--- src/rtl/instruction_fetch_unit_if.sv ---
// rtl/instruction_fetch_unit_if.sv - instruction memory and datapath signals of the fetch unit
interface instruction_fetch_unit_if;
    logic        IMemReq;
    logic [31:0] IMemAddr;
    logic        IMemAck;
    logic [31:0] IMemData;
    logic [31:0] Instruction;
    logic [31:0] InstrPC;
    logic        InstrValid;
    logic        InstrReady;
    logic        Redirect;
    logic [31:0] RedirectPC;
    logic        Fault;

    modport master (
        output IMemReq, IMemAddr, Instruction, InstrPC, InstrValid, Fault,
        input  IMemAck, IMemData, InstrReady, Redirect, RedirectPC
    );

    modport slave (
        input  IMemReq, IMemAddr, Instruction, InstrPC, InstrValid, Fault,
        output IMemAck, IMemData, InstrReady, Redirect, RedirectPC
    );
endinterface

--- src/rtl/instruction_fetch_unit.sv ---
// rtl/instruction_fetch_unit.sv - fetch PC, one-outstanding imem reads, prefetch queue, redirect (IFU_MISALIGN_CHECK_EN)
module instruction_fetch_unit #(
    parameter logic [31:0] RESET_PC = 32'h0000_0000,
    parameter int          QDEPTH   = 2
) (
    input logic                      CLK,
    input logic                      Reset,
    instruction_fetch_unit_if.master bus
);
    localparam int PTR_W = $clog2(QDEPTH);
    localparam int CNT_W = PTR_W + 1;
    localparam logic [CNT_W-1:0] DEPTH_C = CNT_W'(QDEPTH);

`ifdef IFU_MISALIGN_CHECK_EN
    typedef enum logic [1:0] {S_IDLE = 2'd0, S_FETCH = 2'd1, S_DRAIN = 2'd2, S_FAULT = 2'd3} state_t;
`else
    typedef enum logic [1:0] {S_IDLE = 2'd0, S_FETCH = 2'd1, S_DRAIN = 2'd2} state_t;
`endif

    state_t r_state;
    state_t w_state_nxt;
    state_t w_redir_dest;
    state_t w_drain_dest;

    logic [31:0]      r_pc;
    logic [31:0]      r_imem_addr;
    logic             r_imem_req;
    logic [31:0]      r_instr;
    logic [31:0]      r_instr_pc;
    logic             r_valid;
    logic [PTR_W-1:0] r_rd_ptr;
    logic [PTR_W-1:0] r_wr_ptr;
    logic [CNT_W-1:0] r_count;
    logic [31:0]      r_mem_pc    [QDEPTH];
    logic [31:0]      r_mem_instr [QDEPTH];

    logic [31:0]      w_rpc;
    logic             w_redir;
    logic             w_push;
    logic             w_pop;
    logic [PTR_W-1:0] w_rd_nxt;
    logic [CNT_W-1:0] w_count_pop;
    logic [CNT_W-1:0] w_count_nxt;
    logic [31:0]      w_pc_nxt;
    logic [31:0]      w_addr_nxt;
    logic             w_req_nxt;
    logic             w_valid_nxt;
    logic [31:0]      w_head_pc;
    logic [31:0]      w_head_instr;

`ifdef IFU_MISALIGN_CHECK_EN
    logic r_fault;
    logic r_fault_pend;
    logic w_misalign;

    assign w_misalign   = |bus.RedirectPC[1:0];
    assign w_rpc        = bus.RedirectPC;
    // FAULT is terminal until reset, so later redirects are ignored there
    assign w_redir      = bus.Redirect & (r_state != S_FAULT);
    assign w_redir_dest = w_misalign ? S_FAULT : S_FETCH;
    assign w_drain_dest = r_fault_pend ? S_FAULT : S_FETCH;
    assign bus.Fault    = r_fault;

    // remember whether the latest redirect target was misaligned while the old read drains
    always_ff @(posedge CLK or posedge Reset) begin
        if (Reset) begin
            r_fault_pend <= 1'b0;
        end else if (w_redir) begin
            r_fault_pend <= w_misalign;
        end
    end

    // sticky fault flag, raised on entry to FAULT
    always_ff @(posedge CLK or posedge Reset) begin
        if (Reset) begin
            r_fault <= 1'b0;
        end else begin
            r_fault <= r_fault | (w_state_nxt == S_FAULT);
        end
    end
`else
    assign w_rpc        = bus.RedirectPC & 32'hFFFF_FFFC;
    assign w_redir      = bus.Redirect;
    assign w_redir_dest = S_FETCH;
    assign w_drain_dest = S_FETCH;
    assign bus.Fault    = 1'b0;
`endif

    // a redirect wins over push and pop in the same cycle
    assign w_pop       = r_valid & bus.InstrReady & ~w_redir;
    assign w_push      = (r_state == S_FETCH) & bus.IMemAck & ~w_redir;
    assign w_count_pop = r_count - CNT_W'(w_pop);
    assign w_count_nxt = w_redir ? '0 : (w_count_pop + CNT_W'(w_push));
    assign w_rd_nxt    = r_rd_ptr + PTR_W'(w_pop);

    // state register
    always_ff @(posedge CLK or posedge Reset) begin
        if (Reset) begin
            r_state <= S_IDLE;
        end else begin
            r_state <= w_state_nxt;
        end
    end

    // next-state decode
    always_comb begin
        w_state_nxt = r_state;
        case (r_state)
            S_IDLE: begin
                if (w_redir) begin
                    w_state_nxt = w_redir_dest;
                end else if (w_count_pop < DEPTH_C) begin
                    w_state_nxt = S_FETCH;
                end
            end
            S_FETCH: begin
                if (w_redir) begin
                    w_state_nxt = bus.IMemAck ? w_redir_dest : S_DRAIN;
                end else if (bus.IMemAck) begin
                    w_state_nxt = (w_count_nxt < DEPTH_C) ? S_FETCH : S_IDLE;
                end
            end
            S_DRAIN: begin
                if (bus.IMemAck) begin
                    w_state_nxt = w_redir ? w_redir_dest : w_drain_dest;
                end
            end
`ifdef IFU_MISALIGN_CHECK_EN
            S_FAULT: w_state_nxt = S_FAULT;
`endif
            default: w_state_nxt = S_IDLE;
        endcase
    end

    // next values of the registered outputs, including the queue head after this cycle's push/pop
    always_comb begin
        w_pc_nxt = r_pc;
        if (w_redir) begin
            w_pc_nxt = w_rpc;
        end else if (w_push) begin
            w_pc_nxt = r_pc + 32'd4;
        end
        // a draining request keeps presenting the address memory is still working on
        w_addr_nxt  = (w_state_nxt == S_DRAIN) ? r_imem_addr : w_pc_nxt;
        w_req_nxt   = (w_state_nxt == S_FETCH) || (w_state_nxt == S_DRAIN);
        w_valid_nxt = (w_count_nxt != '0);
        // the new head is the word being pushed when nothing older remains after the pop
        if (w_push && (w_rd_nxt == r_wr_ptr)) begin
            w_head_pc    = r_pc;
            w_head_instr = bus.IMemData;
        end else begin
            w_head_pc    = r_mem_pc[w_rd_nxt];
            w_head_instr = r_mem_instr[w_rd_nxt];
        end
    end

    // queue pointers and occupancy
    always_ff @(posedge CLK or posedge Reset) begin
        if (Reset) begin
            r_rd_ptr <= '0;
            r_wr_ptr <= '0;
            r_count  <= '0;
        end else if (w_redir) begin
            r_rd_ptr <= '0;
            r_wr_ptr <= '0;
            r_count  <= '0;
        end else begin
            r_rd_ptr <= w_rd_nxt;
            r_count  <= w_count_nxt;
            if (w_push) begin
                r_wr_ptr <= r_wr_ptr + PTR_W'(1);
            end
        end
    end

    // queue storage written on every accepted fetch
    always_ff @(posedge CLK) begin
        if (w_push) begin
            r_mem_pc[r_wr_ptr]    <= r_pc;
            r_mem_instr[r_wr_ptr] <= bus.IMemData;
        end
    end

    // fetch PC and registered outputs
    always_ff @(posedge CLK or posedge Reset) begin
        if (Reset) begin
            r_pc        <= RESET_PC;
            r_imem_addr <= RESET_PC;
            r_imem_req  <= 1'b0;
            r_valid     <= 1'b0;
            r_instr     <= '0;
            r_instr_pc  <= '0;
        end else begin
            r_pc        <= w_pc_nxt;
            r_imem_addr <= w_addr_nxt;
            r_imem_req  <= w_req_nxt;
            r_valid     <= w_valid_nxt;
            if (w_valid_nxt) begin
                r_instr    <= w_head_instr;
                r_instr_pc <= w_head_pc;
            end
        end
    end

    assign bus.IMemReq     = r_imem_req;
    assign bus.IMemAddr    = r_imem_addr;
    assign bus.InstrValid  = r_valid;
    assign bus.Instruction = r_instr;
    assign bus.InstrPC     = r_instr_pc;
endmodule

--- src/flat_wrapper.sv ---
// flat-port wrapper written by rule: the top's interface ports become plain ports
module instruction_fetch_unit_flat 
#(
    parameter logic [31:0] RESET_PC = 32'h0000_0000,
    parameter int          QDEPTH   = 2
)
  (CLK, Reset, bus_IMemReq, bus_IMemAddr, bus_Instruction, bus_InstrPC, bus_InstrValid, bus_Fault, bus_IMemAck, bus_IMemData, bus_InstrReady, bus_Redirect, bus_RedirectPC);
  instruction_fetch_unit_if bus_i ();
  input logic CLK;
  input logic Reset;
  output wire logic [$bits(bus_i.IMemReq)-1:0] bus_IMemReq;
  output wire logic [$bits(bus_i.IMemAddr)-1:0] bus_IMemAddr;
  output wire logic [$bits(bus_i.Instruction)-1:0] bus_Instruction;
  output wire logic [$bits(bus_i.InstrPC)-1:0] bus_InstrPC;
  output wire logic [$bits(bus_i.InstrValid)-1:0] bus_InstrValid;
  output wire logic [$bits(bus_i.Fault)-1:0] bus_Fault;
  input wire logic [$bits(bus_i.IMemAck)-1:0] bus_IMemAck;
  input wire logic [$bits(bus_i.IMemData)-1:0] bus_IMemData;
  input wire logic [$bits(bus_i.InstrReady)-1:0] bus_InstrReady;
  input wire logic [$bits(bus_i.Redirect)-1:0] bus_Redirect;
  input wire logic [$bits(bus_i.RedirectPC)-1:0] bus_RedirectPC;
  assign bus_IMemReq = bus_i.IMemReq;
  assign bus_IMemAddr = bus_i.IMemAddr;
  assign bus_Instruction = bus_i.Instruction;
  assign bus_InstrPC = bus_i.InstrPC;
  assign bus_InstrValid = bus_i.InstrValid;
  assign bus_Fault = bus_i.Fault;
  assign bus_i.IMemAck = bus_IMemAck;
  assign bus_i.IMemData = bus_IMemData;
  assign bus_i.InstrReady = bus_InstrReady;
  assign bus_i.Redirect = bus_Redirect;
  assign bus_i.RedirectPC = bus_RedirectPC;
  instruction_fetch_unit #(.RESET_PC(RESET_PC), .QDEPTH(QDEPTH)) u_core (.CLK(CLK), .Reset(Reset), .bus(bus_i));
endmodule
--- config.mk ---
export PLATFORM = sky130hd
export DESIGN_NAME = instruction_fetch_unit_flat
export DESIGN_NICKNAME = d
export VERILOG_FILES = /design/src/rtl/instruction_fetch_unit_if.sv /design/src/rtl/instruction_fetch_unit.sv /design/src/flat_wrapper.sv
export SDC_FILE = /design/constraint.sdc
export NUM_CORES = 1
export LEC_CHECK = 0
export ABC_AREA = 1
export BUFFER_PORTS_ARGS = -buffer_cell sky130_fd_sc_hd__clkbuf_2
export CAP_MARGIN = 20
export CORE_UTILIZATION = 55
export DETAILED_ROUTE_END_ITERATION = 8
export PLACE_DENSITY = 0.79
export SETUP_SLACK_MARGIN = 0.3
export SYNTH_ARGS = -nofsm -noshare
export SYNTH_HDL_FRONTEND = slang
export SYNTH_SLANG_ARGS = --single-unit
--- constraint.sdc ---
create_clock -name CLK -period 12.4 [get_ports CLK]
set_input_delay 1.24 -clock CLK [delete_from_list [all_inputs] [get_ports CLK]]
set_output_delay 1.24 -clock CLK [all_outputs]
set_load 0.01 [all_outputs]
==> impl_summary.md <==
Clock tree
Clock-pin slew was measured on the worst setup and hold paths at 0.06 ns. The clock root buffer is clkbuf_16. Clock latency on the worst-skew pair, taken at its later pin, is 0.53 ns. In this run the post-CTS setup repair buffer count came out at 0.

The maximum clock insertion buffer count is 3. The TritonCTS clock tree is built. The number of gates given a new drive strength after cts is 0. The number of clock sinks is 264. The number of buffers created by CTS is 27. The number of buffers inserted for hold repair after clock tree synthesis is 0. In this run the number of H-tree levels came out at 1.

Critical path
The largest fanout on the critical path is 72. The worst setup path is launched from an input port. The start-to-end type of the worst setup path is in -> reg. The element type at the critical path end is a flop. STA puts the critical path data required time at 12.77 ns.

For flop-to-flop paths, the worst setup slack is between 7 and 8 ns. The arrival time reported for the critical path endpoint is 5.72 ns.

Global route
The number of antenna violations at the first check in global routing came to 0. After global routing the overflow that remains totals 0. The number of global-route vias before repair is 8622. The first global-routing pass estimated around 43000 um of wire. The global-route total usage across every layer is 25.0%. The pin count of the biggest net entering global routing is between 80 and 90.

Logic synthesis
Sequential elements use 62.0% of the synthesized area. The async set-or-reset flop fraction in the synthesized netlist is 51.5%. The number of different library cells used by synthesis comes to 32. The mean instance size in the synthesized netlist is 9.62 sq um. The largest total area in the synthesized netlist belongs to edfxtp_1. After synthesis the cells add up to 11700 sq um. In this run the biggest area consumer among cell types represents around a third of the synthesized area.

Synthesis produced a netlist with a net count of between 1000 and 1500. The count of warnings emitted by yosys is 0. The synthesized design contains 128 enable-type register cells.

The most instantiated flip-flop cell in the synthesis netlist is dfrtp_1. Sorting the synthesized cells by area gives the leading types as edfxtp_1 33%, dfrtp_1 29%, nand2_1 12%. The cell count after synthesis is between 1000 and 1500. The post-synthesis sequential element count is 264.

STA
The slew at the pin closest to its max-slew limit is ~1 ns. The final critical path time including I/O delays and setup is 5.35 ns. Timing would allow up to roughly 190 MHz. The setup TNS after final layout is 0 ns. The number of max-slew violations in the final report is 0. Setup violations remaining at the end of the flow were counted as 0. Setup repair after global routing left no endpoint under its margin. The worst setup slack after layout is 7.05 ns. The worst hold slack is roughly 0.48 ns.

The final hold violation count was 0. The maximum clock skew at final layout is around 0.018 ns. The portion of the clock cycle consumed by the worst path in the final layout is 43.1%. The headroom to the max-slew limit is between 30% and 40%.

Power
The sequential cell fraction of total power is 44.0%. Dividing total power by cell area gives a power density of 207 nW/um^2. Internal power comes to 0.00182 W. The switching component of the power is 0.000984 W. The overall power after layout is 0.00280 W. The analysis attributes to cell leakage a power of between 6 and 7 nW. VDD sags by at most 0.000105 V.

Net switching is 35.1% of the power. Combinational logic burns 29.3% of the power. The clock network fraction of design power is about a quarter.

Floorplan
Measured along the y axis, the die boundary spans 148 um. The die covers ~22000 sq um. The effective utilization at floorplan is 56.8%. The die is 148 um wide.

After floorplanning, the core was divided into 52 placement rows. The total area inside the core boundary comes to 20600 sq um. The I/O pin count is 168.

Worst hold path
The worst min-delay path class is reg -> reg.

Finish
Compared with the post-synthesis result, the final layout area differs by 15.8%. The number of antenna diodes in the final layout is 0. The layout has around 1600 filler cells.

Of the cells placed in the final design, the portion with a size suffix greater than 1 is 19.0%. The final layout contains 1430 nets. Cells fill 65.8% of the core in the end.

Routing
After detailed routing, the total wire length is 26600 um. For this run, the detailed router's first-pass iteration total came to 7. The remaining antenna violation count after routing is 0.

After detailed routing, the number of remaining DRC violations is 0. The count of routing violations after the opening detailed-route iteration is ~700. Using the TritonRoute via totals, the vias-per-cell ratio works out to 5.36. The number of vias after detailed routing is approximately 8800. The mean routed wirelength per cell is 16.1 um.

Place
The wire-length estimate of the detail-placed layout is between 15000 and 20000 um. At the end of routability-driven placement, the weighted congestion stood at 0.920. Before CTS, the worst setup slack after placement is 6.56 ns.

The count of buffers from port buffering is 164.

Run
Max-cap violations in this run came to 0.

Run status
The run finished with clean final reports.
## kinds of logic (layout without fill, tap and decap cells)
kind of cell             count (synthesis)  after routing  share of synthesized area (%)
AO/OA/AOI/OAI                           97             97                           4.50
XOR/XNOR                                10             10                          0.750
adder cells (fa/ha/maj)                  4              4                          0.428
buffers and inverters                  124            286                           4.41
flip-flops                             264            264                           62.0
other                                    1              1                         0.0321
AND/OR/NAND/NOR                        715            715                           27.9
## layer usage
layer | GRT usage, % | part of all wire, % | vias up
li1 | - | - | 4297
met1 | 35.4 | 44 | 4136
met2 | 40.7 | 47 | 336
met3 | 3.06 | 6.8 | 51
met4 | 7.99 | 2.3 | 0
met5 | 0 | 0 | -
## critical path, stage by stage
cell and delay (ns):
clkbuf_2 0.08, buf_4 0.21, nor2_4 0.12, buf_4 0.68
ha_1 0.31, inv_1 0.05, nand2_1 0.06, nand3_1 0.14
inv_1 0.10, nand3_1 0.07, nand3_1 0.08, nand2_1 0.07
inv_1 0.06, ha_1 0.82, clkinv_1 1.10, nor2_1 0.41
a31oi_1 0.09
## area by class of cell
cell class              count  area [sq um]  area share, %
clock buffers              32           724           5.35
flip-flops and latches    264          7250           53.6
repair buffers            175           916           6.77
inverters                  62           238           1.76
multi-input cells         827          3970           29.3
well taps                 270           338           2.50
clock inverters            17          97.6          0.721
## layout by cell type (no fill, tap or decap), drive strengths merged, types with 11 or more instances in the layout
cell type / n
nand2: 384
clkbuf: 196
nand3: 149
dfrtp: 136
edfxtp: 128
or2: 77
o21ai: 71
inv: 64
nor2: 62
nand3b: 38
clkinv: 14
buf: 11
## per-stage QoR
stage	std cells	area, sq um
after floorplan	1215	11700
after global placement	1597	12700
after detailed placement	1597	12700
after CTS	1646	13500
after global routing	1647	13500
final	1647	13500
## worst paths after layout
path / startpoint / to / cells after the start
worst max-delay path: bus_Redirect / u_core.bus.IMemAddr[12] / 17
worst max register to register: u_core.r_state[1] / u_core.bus.IMemAddr[12] / 17
worst min-delay path: u_core.bus.Instruction[25] / u_core.bus.Instruction[25] / 2
worst min register to register: u_core.bus.Instruction[25] / u_core.bus.Instruction[25] / 2
max in group asynchronous: Reset / u_core.bus.Instruction[26] / 3
min in group asynchronous: Reset / u_core.r_state[1] / 2
## cells in the mapped netlist, types with 4 or more instances
master	number
a21boi_0	7
a21oi_1	8
a31oi_1	4
and2_1	4
buf_2	28
buf_4	4
clkbuf_1	30
dfrtp_1	136
edfxtp_1	128
ha_1	4
inv_1	56
inv_2	5
nand2_1	383
nand3_1	148
nand3b_1	38
nor2_1	56
o21ai_0	65
o21ai_1	6
or2_0	56
or2_2	21
xor2_1	7
## sequential cells by signal, indices dropped and copies added (netlist names)
register	count
u_core.bus.Instruction	32
u_core.bus.InstrPC	32
u_core.r_wr_ptr	1
u_core.bus.InstrValid	1
u_core.r_rd_ptr	1
u_core.r_state	2
u_core.r_mem_pc	64
u_core.r_pc	32
u_core.r_mem_instr	64
u_core.bus.IMemAddr	32
u_core.r_count	2
u_core.bus.IMemReq	1
## power groups by stage
stage | Clock (W) | Sequential [W] | Combinational [W]
after floorplan | 0 | 0.00129 | 0.000469
after global placement | 0 | 0.00124 | 0.000793
final | 0.000749 | 0.00123 | 0.000820
after CTS | 0.000761 | 0.00123 | 0.000822
after detailed placement | 0 | 0.00124 | 0.000818
after global routing | 0.000796 | 0.00125 | 0.000927
Note: power is estimated with default switching activity, not from simulation.
